===== config.mk =====
export PLATFORM = sky130hd
export DESIGN_NAME = matmul_instr_gen
export DESIGN_NICKNAME = d
export VERILOG_FILES = /design/src/rtl/matmul_instr_gen.sv
export SDC_FILE = /design/constraint.sdc
export NUM_CORES = 1
export LEC_CHECK = 0
export BUFFER_PORTS_ARGS = -buffer_cell sky130_fd_sc_hd__buf_2
export CORE_ASPECT_RATIO = 1.4
export CORE_MARGIN = 8
export CORE_UTILIZATION = 60
export DETAILED_ROUTE_END_ITERATION = 16
export GPL_TIMING_DRIVEN = 0
export HOLD_SLACK_MARGIN = 0.03
export PLACE_DENSITY = 0.86
export SLEW_MARGIN = 25
export SYNTH_ARGS = -nofsm -noshare
export SYNTH_HDL_FRONTEND = slang
export SYNTH_SLANG_ARGS = --single-unit

===== constraint.sdc =====
create_clock -name clk -period 14.8 [get_ports clk]
set_clock_uncertainty 0.05 [all_clocks]
set_input_delay 3.7 -clock clk [delete_from_list [all_inputs] [get_ports clk]]
set_output_delay 3.7 -clock clk [all_outputs]
set_load 0.01 [all_outputs]

===== src/rtl/matmul_instr_gen.sv =====
// Streams the MIPS instruction words that compute C = A x B for NxN matrices in data memory,
// one word per valid/ready handshake, walking elements row-major and the dot product over k.
module matmul_instr_gen #(
  parameter int N        = 3,
  parameter int A_BASE   = 0,
  parameter int B_BASE   = 9,
  parameter int C_BASE   = 18,
  parameter int BASE_REG = 23
) (
  input  logic        clk,
  input  logic        rst,
  input  logic        start,
  input  logic        instr_ready,
  output logic        instr_valid,
  output logic [31:0] instr,
  output logic        busy,
  output logic        done,
  output logic [3:0]  row,
  output logic [3:0]  col,
  output logic [3:0]  k
);

  typedef enum logic [2:0] {
    S_IDLE, S_CLR, S_LDA, S_LDB, S_MUL, S_ACC, S_ST, S_DONE
  } state_t;

  localparam logic [3:0] LAST = 4'(N - 1);
  localparam logic [4:0] BR   = 5'(BASE_REG);

  state_t      state_q, state_d;
  logic [31:0] instr_q, instr_d;
  logic        valid_q, valid_d;
  logic        busy_q, busy_d;
  logic        done_q, done_d;
  logic [3:0]  row_q, row_d;
  logic [3:0]  col_q, col_d;
  logic [3:0]  k_q, k_d;
  logic        fire;

  // The word shown in a state depends only on that state and the indices it is entered with.
  function automatic logic [31:0] encode(input state_t s, input logic [3:0] r,
                                         input logic [3:0] c, input logic [3:0] kk);
    logic [31:0] w;
    case (s)
      S_CLR:   w = {6'h08, BR, 5'd19, 16'd0};
      S_LDA:   w = {6'h23, BR, 5'd16, 16'(A_BASE + int'(r) * N + int'(kk))};
      S_LDB:   w = {6'h23, BR, 5'd17, 16'(B_BASE + int'(kk) * N + int'(c))};
      S_MUL:   w = {6'h00, 5'd16, 5'd17, 5'd18, 5'd0, 6'h18};
      S_ACC:   w = {6'h00, 5'd18, 5'd19, 5'd19, 5'd0, 6'h20};
      S_ST:    w = {6'h2B, BR, 5'd19, 16'(C_BASE + int'(r) * N + int'(c))};
      default: w = '0;
    endcase
    return w;
  endfunction

  assign fire = valid_q && instr_ready;

  always_comb begin
    // NOTE: every signal gets a default before the case so no path leaves one unassigned (no latches).
    state_d = state_q;
    valid_d = valid_q;
    busy_d  = busy_q;
    done_d  = 1'b0;
    row_d   = row_q;
    col_d   = col_q;
    k_d     = k_q;

    case (state_q)
      S_IDLE: begin
        if (start) begin
          state_d = S_CLR;
          valid_d = 1'b1;
          busy_d  = 1'b1;
          row_d   = '0;
          col_d   = '0;
          k_d     = '0;
        end
      end
      S_CLR: if (fire) state_d = S_LDA;
      S_LDA: if (fire) state_d = S_LDB;
      S_LDB: if (fire) state_d = S_MUL;
      S_MUL: if (fire) state_d = S_ACC;
      S_ACC: begin
        if (fire) begin
          if (k_q == LAST) begin
            state_d = S_ST;
          end else begin
            state_d = S_LDA;
            k_d     = k_q + 4'd1;
          end
        end
      end
      S_ST: begin
        if (fire) begin
          k_d = '0;
          if (row_q == LAST && col_q == LAST) begin
            state_d = S_DONE;
            valid_d = 1'b0;
            busy_d  = 1'b0;
            done_d  = 1'b1;
            row_d   = '0;
            col_d   = '0;
          end else begin
            state_d = S_CLR;
            if (col_q == LAST) begin
              col_d = '0;
              row_d = row_q + 4'd1;
            end else begin
              col_d = col_q + 4'd1;
            end
          end
        end
      end
      S_DONE:  state_d = S_IDLE;
      default: state_d = S_IDLE;
    endcase

    // Under backpressure every _d equals its _q, so the held word is re-encoded unchanged.
    instr_d = encode(state_d, row_d, col_d, k_d);
  end

  always_ff @(posedge clk) begin
    // NOTE: state updates use non-blocking assignments so all flops sample pre-edge values together.
    if (rst) begin
      state_q <= S_IDLE;
      instr_q <= '0;
      valid_q <= 1'b0;
      busy_q  <= 1'b0;
      done_q  <= 1'b0;
      row_q   <= '0;
      col_q   <= '0;
      k_q     <= '0;
    end else begin
      state_q <= state_d;
      instr_q <= instr_d;
      valid_q <= valid_d;
      busy_q  <= busy_d;
      done_q  <= done_d;
      row_q   <= row_d;
      col_q   <= col_d;
      k_q     <= k_d;
    end
  end

  assign instr_valid = valid_q;
  assign instr       = instr_q;
  assign busy        = busy_q;
  assign done        = done_q;
  assign row         = row_q;
  assign col         = col_q;
  assign k           = k_q;

endmodule


-- After elaboration in Yosys (flattened, before gate mapping)
Index checks and enable logic that the tools add are counted.
- register bits: 49
- input port bits: 4
- word-level logic and storage cells: 75
- add/subtract/negate cells: 8
- multiply operators: 2
- equal/unequal tests: 19
- muxes and demuxes: 31
- bitwise gates (word level): 2
- reductions and logical operators: 6
- operators with widths (cell ; count):
    $pmux W32 S6 ; 1
    $mux W4 ; 12
    $mux W3 ; 9
    $pmux W3 S8 ; 1
    $eq A3 B3 Y1 const B ; 7
    $add A16 B5 Y16 ; 1
    $add A7 B4 Y8 ; 2
    $pmux W4 S2 ; 2
    $add A4 B1 Y4 const B ; 3
    $eq A3 B2 Y1 const B ; 4
    $eq A4 B2 Y1 const B ; 3
    $mul A4 B2 Y6 const B ; 2
    $pmux W4 S3 ; 1
    $add A4 B6 Y7 const A ; 1
    $add A5 B6 Y7 const A ; 1
    $eq A3 B1 Y1 const B ; 2
    $ne A2 B2 Y1 const B ; 3
    $mux W1 ; 4
    $reduce_and A4 Y1 ; 1
    $logic_not A3 Y1 ; 1
    $reduce_or A3 Y1 ; 1
    $logic_and A1 B1 Y1 ; 2
    $not A1 Y1 ; 2
    $pmux W1 S2 ; 1
    $reduce_bool A2 Y1 ; 1

-- Depth between registers and ports, before layout
Gate-level depths: netlist of the first run.
- depth in word-level cells: 9
- gate-level depth with buffers: 21

-- Worst setup path after synthesis of the first run
OpenSTA, ideal clock, no wires.
- kind: input-to-reg
- start: input start
- end: register instr_q[5], in the netlist instr[5]
- library setup time: 0.125 ns
- arrival: 7.033 ns
- setup slack: 7.592 ns
- stages: 18
- path through: or3b_1 -> a21oi_1 -> o21ai_0 -> a21oi_1 -> inv_1 -> ha_1 -> inv_1 -> fa_1 -> inv_1 -> ha_1 -> fa_1 -> a21o_1 -> a21oi_1 -> xor2_1 -> a21oi_1 -> o21ai_0 -> o31a_1 -> a31oi_1
- longest elaborated chain between the ends: 6
- elaborated cells between the ends (all ways): 22
- those cells by class: add/sub: 5; mul: 2; eq/ne: 6; mux: 9
- ends and longest elaborated chain (element ; RTL line ; RTL):
    start: declaration ; 12 ; input logic start,
    $mux W4 * ; 70 ; if (start) begin
    $pmux W4 S2 * ; 68 ; case (state_q)
    named net row_d[1] ; 35 ; logic [3:0] row_q, row_d;
    $mul A4 B2 Y6 * ; 46, 50 ;
    $add A5 B6 Y7 ; 50 ; S_ST: w = {6'h2B, BR, 5'd19, 16'(C_BASE + int'(r) * N + int'(c))};
    $add A7 B4 Y8 ; 50 ;
    $pmux W32 S6 * ; 44 ; case (s)
    end signal: assignment ; 135 ; instr_q <= instr_d;
    end: declaration ; 31 ; logic [31:0] instr_q, instr_d;
The timed path passes the listed nets; every way through them passes the cells marked *.
A chain may end at the register's enable or synchronous reset.

-- Worst setup path in the final report of the first run
Same ends and word-level chain as after synthesis.

==> results of run 1 <==
==> cell type report <==
class / instances / area [um2] / share of cell area (%)
Tap cell: 45 / 56.3 / 1.88
Timing Repair Buffer: 39 / 195 / 6.51
Inverter: 29 / 109 / 3.63
Clock inverter: 3 / 17.5 / 0.585
Sequential cell: 33 / 661 / 22.0
Clock buffer: 5 / 68.8 / 2.30
Multi-Input combinational cell: 237 / 1710 / 57.1
Buffer: 28 / 179 / 5.97
==> per-layer routing <==
layer  vias to the layer above  global-route usage [%]  share of wire (%)
met5                         -                       0                  0
li1                       1189                       -                  -
met1                      1143                    20.1                 36
met2                        92                    36.7                 53
met4                         0                    14.2                5.5
met3                        32                    3.42                5.4
==> metrics by stage <==
step | cells | utilization [%] | worst slack, ns
after floorplan | 327 | - | 7.59
after global placement | 411 | 69.2 | 6.95
after detailed placement | 411 | 69.2 | 6.87
after CTS | 419 | 71.3 | 7.17
after global routing | 419 | 71.3 | 6.80
final | 419 | 71.3 | 7.10
==> registers in the layout, summed over array words and instances, names as in the netlist <==
signal,flops
row,4
busy,1
done,1
instr,16
k,4
col,4
state_q,3
==> synthesized netlist by cell type, drive strengths merged (2+ instances only) <==
library cell / count / area, um2
a22oi: 3 / 22.5
nand3: 7 / 35.0
a21oi: 28 / 140
nand3b: 6 / 45.0
xor2: 5 / 43.8
a21o: 11 / 82.6
and2: 5 / 31.3
ha: 32 / 400
o21ai: 14 / 73.8
o31ai: 7 / 62.6
buf: 21 / 153
nor3b: 5 / 37.5
nor3: 11 / 55.1
clkbuf: 7 / 26.3
xnor2: 5 / 51.3
or3b: 3 / 26.3
nor2b: 2 / 12.5
fa: 7 / 140
nand2: 23 / 88.8
nor2: 21 / 78.8
and3: 2 / 12.5
a31oi: 5 / 31.3
nand4: 3 / 18.8
dfxtp: 33 / 661
inv: 29 / 109
o211ai: 4 / 30.0
==> kinds of logic after synthesis <==
family                   share of synthesized area [%]
AND/OR/NAND/NOR                                   18.2
AO/OA/AOI/OAI                                     20.8
buffers and inverters                             11.0
adder cells (fa/ha/maj)                           20.6
flip-flops                                        25.2
XOR/XNOR                                          3.63
other                                            0.143
multiplexers                                     0.430
==> final timing paths <==
path                              end  depth (start not counted)
setup / recovery  instr[5]$_SDFF_PP0_                         19
hold / removal      row[3]$_SDFF_PP0_                          2
setup reg to reg  instr[5]$_SDFF_PP0_                         17
hold reg to reg     row[3]$_SDFF_PP0_                          2
==> worst reg2reg max path: cells and delay by family, from the launching register on <==
family | cells | cell delay [ns]
flops | 1 | 0.42
fa+ha+maj | 4 | 1.53
compound gates | 7 | 1.40
xor+xnor | 1 | 0.20
simple gates | 2 | 1.01
buf+inv | 3 | 0.24
==> power groups by stage <==
stage	logic [mW]	registers [mW]	clock network, mW
after global placement	0.0275	0.0945	0
final	0.0285	0.0927	0.0680
after CTS	0.0280	0.0928	0.0671
after detailed placement	0.0278	0.0947	0
after floorplan	0.0187	0.0958	0
after global routing	0.0312	0.0930	0.0706
==> results.py, run 1 <==
metrics = {
    "clock_tree": {
        "htree_levels": 2,
        "cts_hold_buffers": 0,
        "cts_setup_buffers": 0,
        "post_cts_resized": 0,
        "clk_path_buf_depth": 2,
        "numCtsBuffers": 5,
        "worstSkewPairLatency_ns": 0.29,
        "cts.clk_slew.worst_paths_ns": 0.07,
        "cts_tree": "built",
        "clock_sinks": 33,
        "cts-root-buf": "clkbuf_8",
    },
    "pwr": {
        "p_int_mw": 0.135,
        "ir_drop_uv": 60.9,
        "power.total_mw": 0.189,
        "pwr-share-comb_pct": 15.1,
        "switching_power_mw": 0.0543,
        "p_clk_share_pct": 35.9,
        "p_leak_nw": 1.57,
        "sw_frac_of_total_pct": 28.7,
        "p_seq_share_pct": 49.0,
        "power.density_nw_per_um2": 63.1,
    },
    "final_layout": {
        "final_area_um2": 3000,
        "layout_common_cells": "buf_2, dfxtp_1, ha_1",
        "final_nets": 416,
        "final_common_cell": "buf_2",
        "num-fill-cells": 340,
        "areaGrowthSynthToFinish_pct": 14.3,
        "antennaDiodeCount": 0,
        "drive_above_1_share_pct": 20.9,
    },
    "floorplan": {
        "core_um2": 4200,
        "start_util_pct": 62.4,
        "io_pins": 51,
        "rows": 28,
        "die_height_um": 94.2,
        "dieArea_um2": 6770,
        "die_width_um": 71.9,
    },
    "yosys": {
        "ys_ff_latch": 33,
        "synth_edf_count": 0,
        "ys.flop_type": "dfxtp_1",
        "ys_async_sr_fraction_pct": 0,
        "syn_avg_cell_area_um2": 8.27,
        "syn_area_um2": 2620,
        "synth_cells": 317,
        "seq_area_frac_synth_pct": 25.2,
        "yosysWarnings": 0,
        "yosysUniqueCellTypes": 53,
    },
    "critical_path": {
        "crit_required_ns": 14.92,
        "critPathMostFrequentCell": "a21oi_1",
        "r2r-start": "state_q[1]$_SDFF_PP0_",
        "cp.arrival_ns": 7.82,
        "critPathSlowestCell": "fa_1",
        "endpoint_kind": "flip-flop",
        "r2r_slack_ns": 9.84,
        "cp-start-kind": "input port",
        "path_cells": "buf_2, or3b_1, a21oi_1, o21ai_0, a21oi_1, inv_1, ha_1, inv_1, fa_1, inv_1, ha_1, fa_1, a21o_1, a21oi_1, xor2_1, a21oi_1, o21ai_0, o31a_1, a31oi_1",
        "path_class": "input port to flip-flop",
        "slowest_delay_ns": 0.48,
        "path_max_fanout": 4,
        "crit_path_start": "start",
        "cp_top_family": "compound AO/OA/AOI/OAI gates",
        "path_buf_inv": 4,
    },
    "detailed_routing": {
        "vias": 2456,
        "drc_errors": 0,
        "drtAntennaViolNets": 0,
        "first_pass_iters": 4,
        "drt-total-wl_um": 6580,
        "viasPerCell": 5.86,
        "drtIter0Drc": 247,
        "wl_per_cell_um": 15.7,
    },
    "timing": {
        "tightest_slew_ns": 0.959,
        "period_share_pct": 52.0,
        "rsz0062_at_grt": "no",
        "fin_setup_tns_ns": 0,
        "timing.slew.headroom_pct": 35.9,
        "period_needed_ns": 7.70,
        "hold_viol": 0,
        "setup_viol": 0,
        "holdWs_ns": 0.471,
        "finalMaxSlewViolations": 0,
        "max_freq_mhz": 130,
    },
    "global_routing": {
        "grt_pass1_vias": 2422,
        "antenna_found_initial": 0,
        "grt_overflow_total": 0,
        "grt.total_usage_pct": 20.1,
        "grt_max_degree": 12,
        "grt_pass1_wl_um": 10900,
    },
    "hold_path": {
        "hold_path_startpoint": "row[3]$_SDFF_PP0_",
        "hold_path.class": "flip-flop to flip-flop",
    },
    "placed_design": {
        "placed_area_um2": 2910,
        "hpwl_um": 5250,
        "io_buffers": 39,
        "gp_congestion": 0.882,
    },
    "run": {
        "drv_cap": 0,
    },
    "outcome": {
        "outcome": "completed",
    },
}
No activity file was read; power rests on OpenSTA's default activity.
==> run 2: changes to the inputs <==
--- a/config.mk
+++ b/config.mk
@@ -8,11 +8,11 @@
 export BUFFER_PORTS_ARGS = -buffer_cell sky130_fd_sc_hd__buf_2
 export CORE_ASPECT_RATIO = 1.4
 export CORE_MARGIN = 8
-export CORE_UTILIZATION = 60
+export CORE_UTILIZATION = 56
 export DETAILED_ROUTE_END_ITERATION = 16
 export GPL_TIMING_DRIVEN = 0
 export HOLD_SLACK_MARGIN = 0.03
-export PLACE_DENSITY = 0.86
+export PLACE_DENSITY = 0.81
 export SLEW_MARGIN = 25
 export SYNTH_ARGS = -nofsm -noshare
 export SYNTH_HDL_FRONTEND = slang
==> constraint.sdc (replaced) <==
create_clock -name clk -period 7.62 [get_ports clk]
set_clock_uncertainty 0.05 [all_clocks]
set_input_delay 1.905 -clock clk [delete_from_list [all_inputs] [get_ports clk]]
set_output_delay 1.905 -clock clk [all_outputs]
set_load 0.01 [all_outputs]
==> results.py, run 2 (synthesis gave the netlist of run 1 again) <==
metrics = {
    "outcome": {
        "outcome": "completed",
    },
    "floorplan": {
        "die_width_um": 73.8,
        "dieArea_um2": 7160,
        "io_pins": 51,
        "rows": 29,
        "core_um2": 4540,
        "start_util_pct": 57.8,
        "die_height_um": 97.0,
    },
    "critical_path": {
        "path_class": "input port to flip-flop",
        "crit_required_ns": 7.73,
        "slowest_delay_ns": 0.46,
        "cp-start-kind": "input port",
        "path_max_fanout": 4,
        "r2r-start": "state_q[1]$_SDFF_PP0_",
        "critPathMostFrequentCell": "a21oi_1",
        "endpoint_kind": "flip-flop",
        "critPathSlowestCell": "fa_1",
        "cp.arrival_ns": 6.01,
        "path_cells": "buf_2, or3b_1, a21oi_1, o21ai_0, a21oi_1, inv_1, ha_1, inv_1, fa_1, inv_1, ha_1, fa_1, a21o_1, a21oi_1, xor2_1, a21oi_1, o21ai_0, o31a_1, a31oi_1",
        "crit_path_start": "start",
    },
    "timing": {
        "fin_setup_tns_ns": 0,
        "hold_viol": 0,
        "period_needed_ns": 5.90,
        "timing.slew.headroom_pct": 34.8,
        "rsz0062_at_grt": "no",
        "max_freq_mhz": 170,
        "finalMaxSlewViolations": 0,
        "setup_slack_ns": 1.72,
        "period_share_pct": 77.4,
        "setup_viol": 0,
        "tightest_slew_ns": 0.976,
        "holdWs_ns": 0.475,
    },
    "final_layout": {
        "num-fill-cells": 406,
        "final-seq-area_um2": 661,
        "final_common_cell": "buf_2",
        "drive_above_1_share_pct": 20.6,
        "areaGrowthSynthToFinish_pct": 15.0,
        "largest_register_ffs": 16,
        "final_area_um2": 3010,
        "final_nets": 416,
        "antennaDiodeCount": 0,
        "final_cells": 436,
        "multiInputGateArea_um2": 1710,
        "layout_common_cells": "buf_2, dfxtp_1, ha_1",
    },
    "clock_tree": {
        "cts-root-buf": "clkbuf_8",
        "numCtsBuffers": 5,
        "cts_hold_buffers": 0,
        "cts_setup_buffers": 0,
        "cts.clk_slew.worst_paths_ns": 0.07,
        "worstSkewPairLatency_ns": 0.29,
        "cts_tree": "built",
        "htree_levels": 2,
        "clk_path_buf_depth": 2,
        "clock_sinks": 33,
        "post_cts_resized": 0,
    },
    "global_routing": {
        "grt_max_degree": 11,
        "antenna_found_initial": 0,
        "grt_pass1_vias": 2400,
        "grt_pass1_wl_um": 11000,
        "grt_overflow_total": 0,
        "grt.total_usage_pct": 19.4,
    },
    "pwr": {
        "p_clk_share_pct": 35.2,
        "p_leak_nw": 1.57,
        "p_seq_share_pct": 49.5,
        "switching_power_mw": 0.101,
        "p_int_mw": 0.262,
        "pwr-share-comb_pct": 15.3,
        "ir_drop_uv": 113,
        "power.density_nw_per_um2": 121,
        "sw_frac_of_total_pct": 27.8,
    },
    "placed_design": {
        "gp_congestion": 0.954,
        "place_worst_setup_slack_ns": 1.46,
        "hpwl_um": 5330,
        "placed_area_um2": 2930,
        "io_buffers": 39,
        "dp_cells": 428,
    },
    "detailed_routing": {
        "first_pass_iters": 4,
        "viasPerCell": 5.56,
        "drt-total-wl_um": 6630,
        "drc_errors": 0,
        "vias": 2426,
        "drtAntennaViolNets": 0,
        "drtIter0Drc": 231,
        "wl_per_cell_um": 15.2,
    },
    "hold_path": {
        "hold_path.class": "flip-flop to flip-flop",
        "hold_path_startpoint": "row[3]$_SDFF_PP0_",
    },
    "run": {
        "drv_cap": 0,
    },
}
## run 2: critical path: cells and delay by family
kind                     cells  cell delay, ns
AND/OR/NAND/NOR              1            0.37
adder cells (fa/ha/maj)      4            1.34
XOR/XNOR                     1            0.24
AO/OA/AOI/OAI                9            1.77
buffers and inverters        4            0.38
## run 2: metal layers
metal  vias to the layer above  global-route usage (%)  share of wire, %
met2                        91                    34.2                53
met4                         0                    13.0               5.1
met5                         -                       0                 0
met1                      1113                    20.1                37
li1                       1197                       -                 -
met3                        25                    2.89               5.1
## run 2: layout make-up
type / count / area share [%]
plain buffers: 28 / 5.94
clock inverters: 2 / 0.332
inverters: 29 / 3.61
repair buffers: 39 / 6.48
flip-flops and latches: 33 / 21.9
clock buffers: 6 / 2.41
well taps: 62 / 2.57
multi-input cells: 237 / 56.7
## run 2: through the flow
step / total power [mW] / utilization (%)
6_report: 0.364 / 66.5
5_1_grt: 0.378 / 66.5
4_1_cts: 0.363 / 66.5
3_5_place_dp: 0.239 / 64.6
3_3_place_gp: 0.238 / 64.6
2_1_floorplan: 0.222 / -
## run 2: worst paths after layout
kind | endpoint | slack (ns) | cells past startpoint
max | instr[5]$_SDFF_PP0_ | 1.72 | 19
min | row[3]$_SDFF_PP0_ | 0.48 | 2
max reg2reg | instr[5]$_SDFF_PP0_ | 2.52 | 17
min reg2reg | row[3]$_SDFF_PP0_ | 0.48 | 2
## run 2: power groups by stage
stage / logic [mW] / clock network, mW / registers [mW]
after floorplan: 0.0363 / 0 / 0.186
after detailed placement: 0.0548 / 0 / 0.184
after global placement: 0.0538 / 0 / 0.184
after global routing: 0.0609 / 0.136 / 0.181
after CTS: 0.0550 / 0.128 / 0.180
final: 0.0555 / 0.128 / 0.180
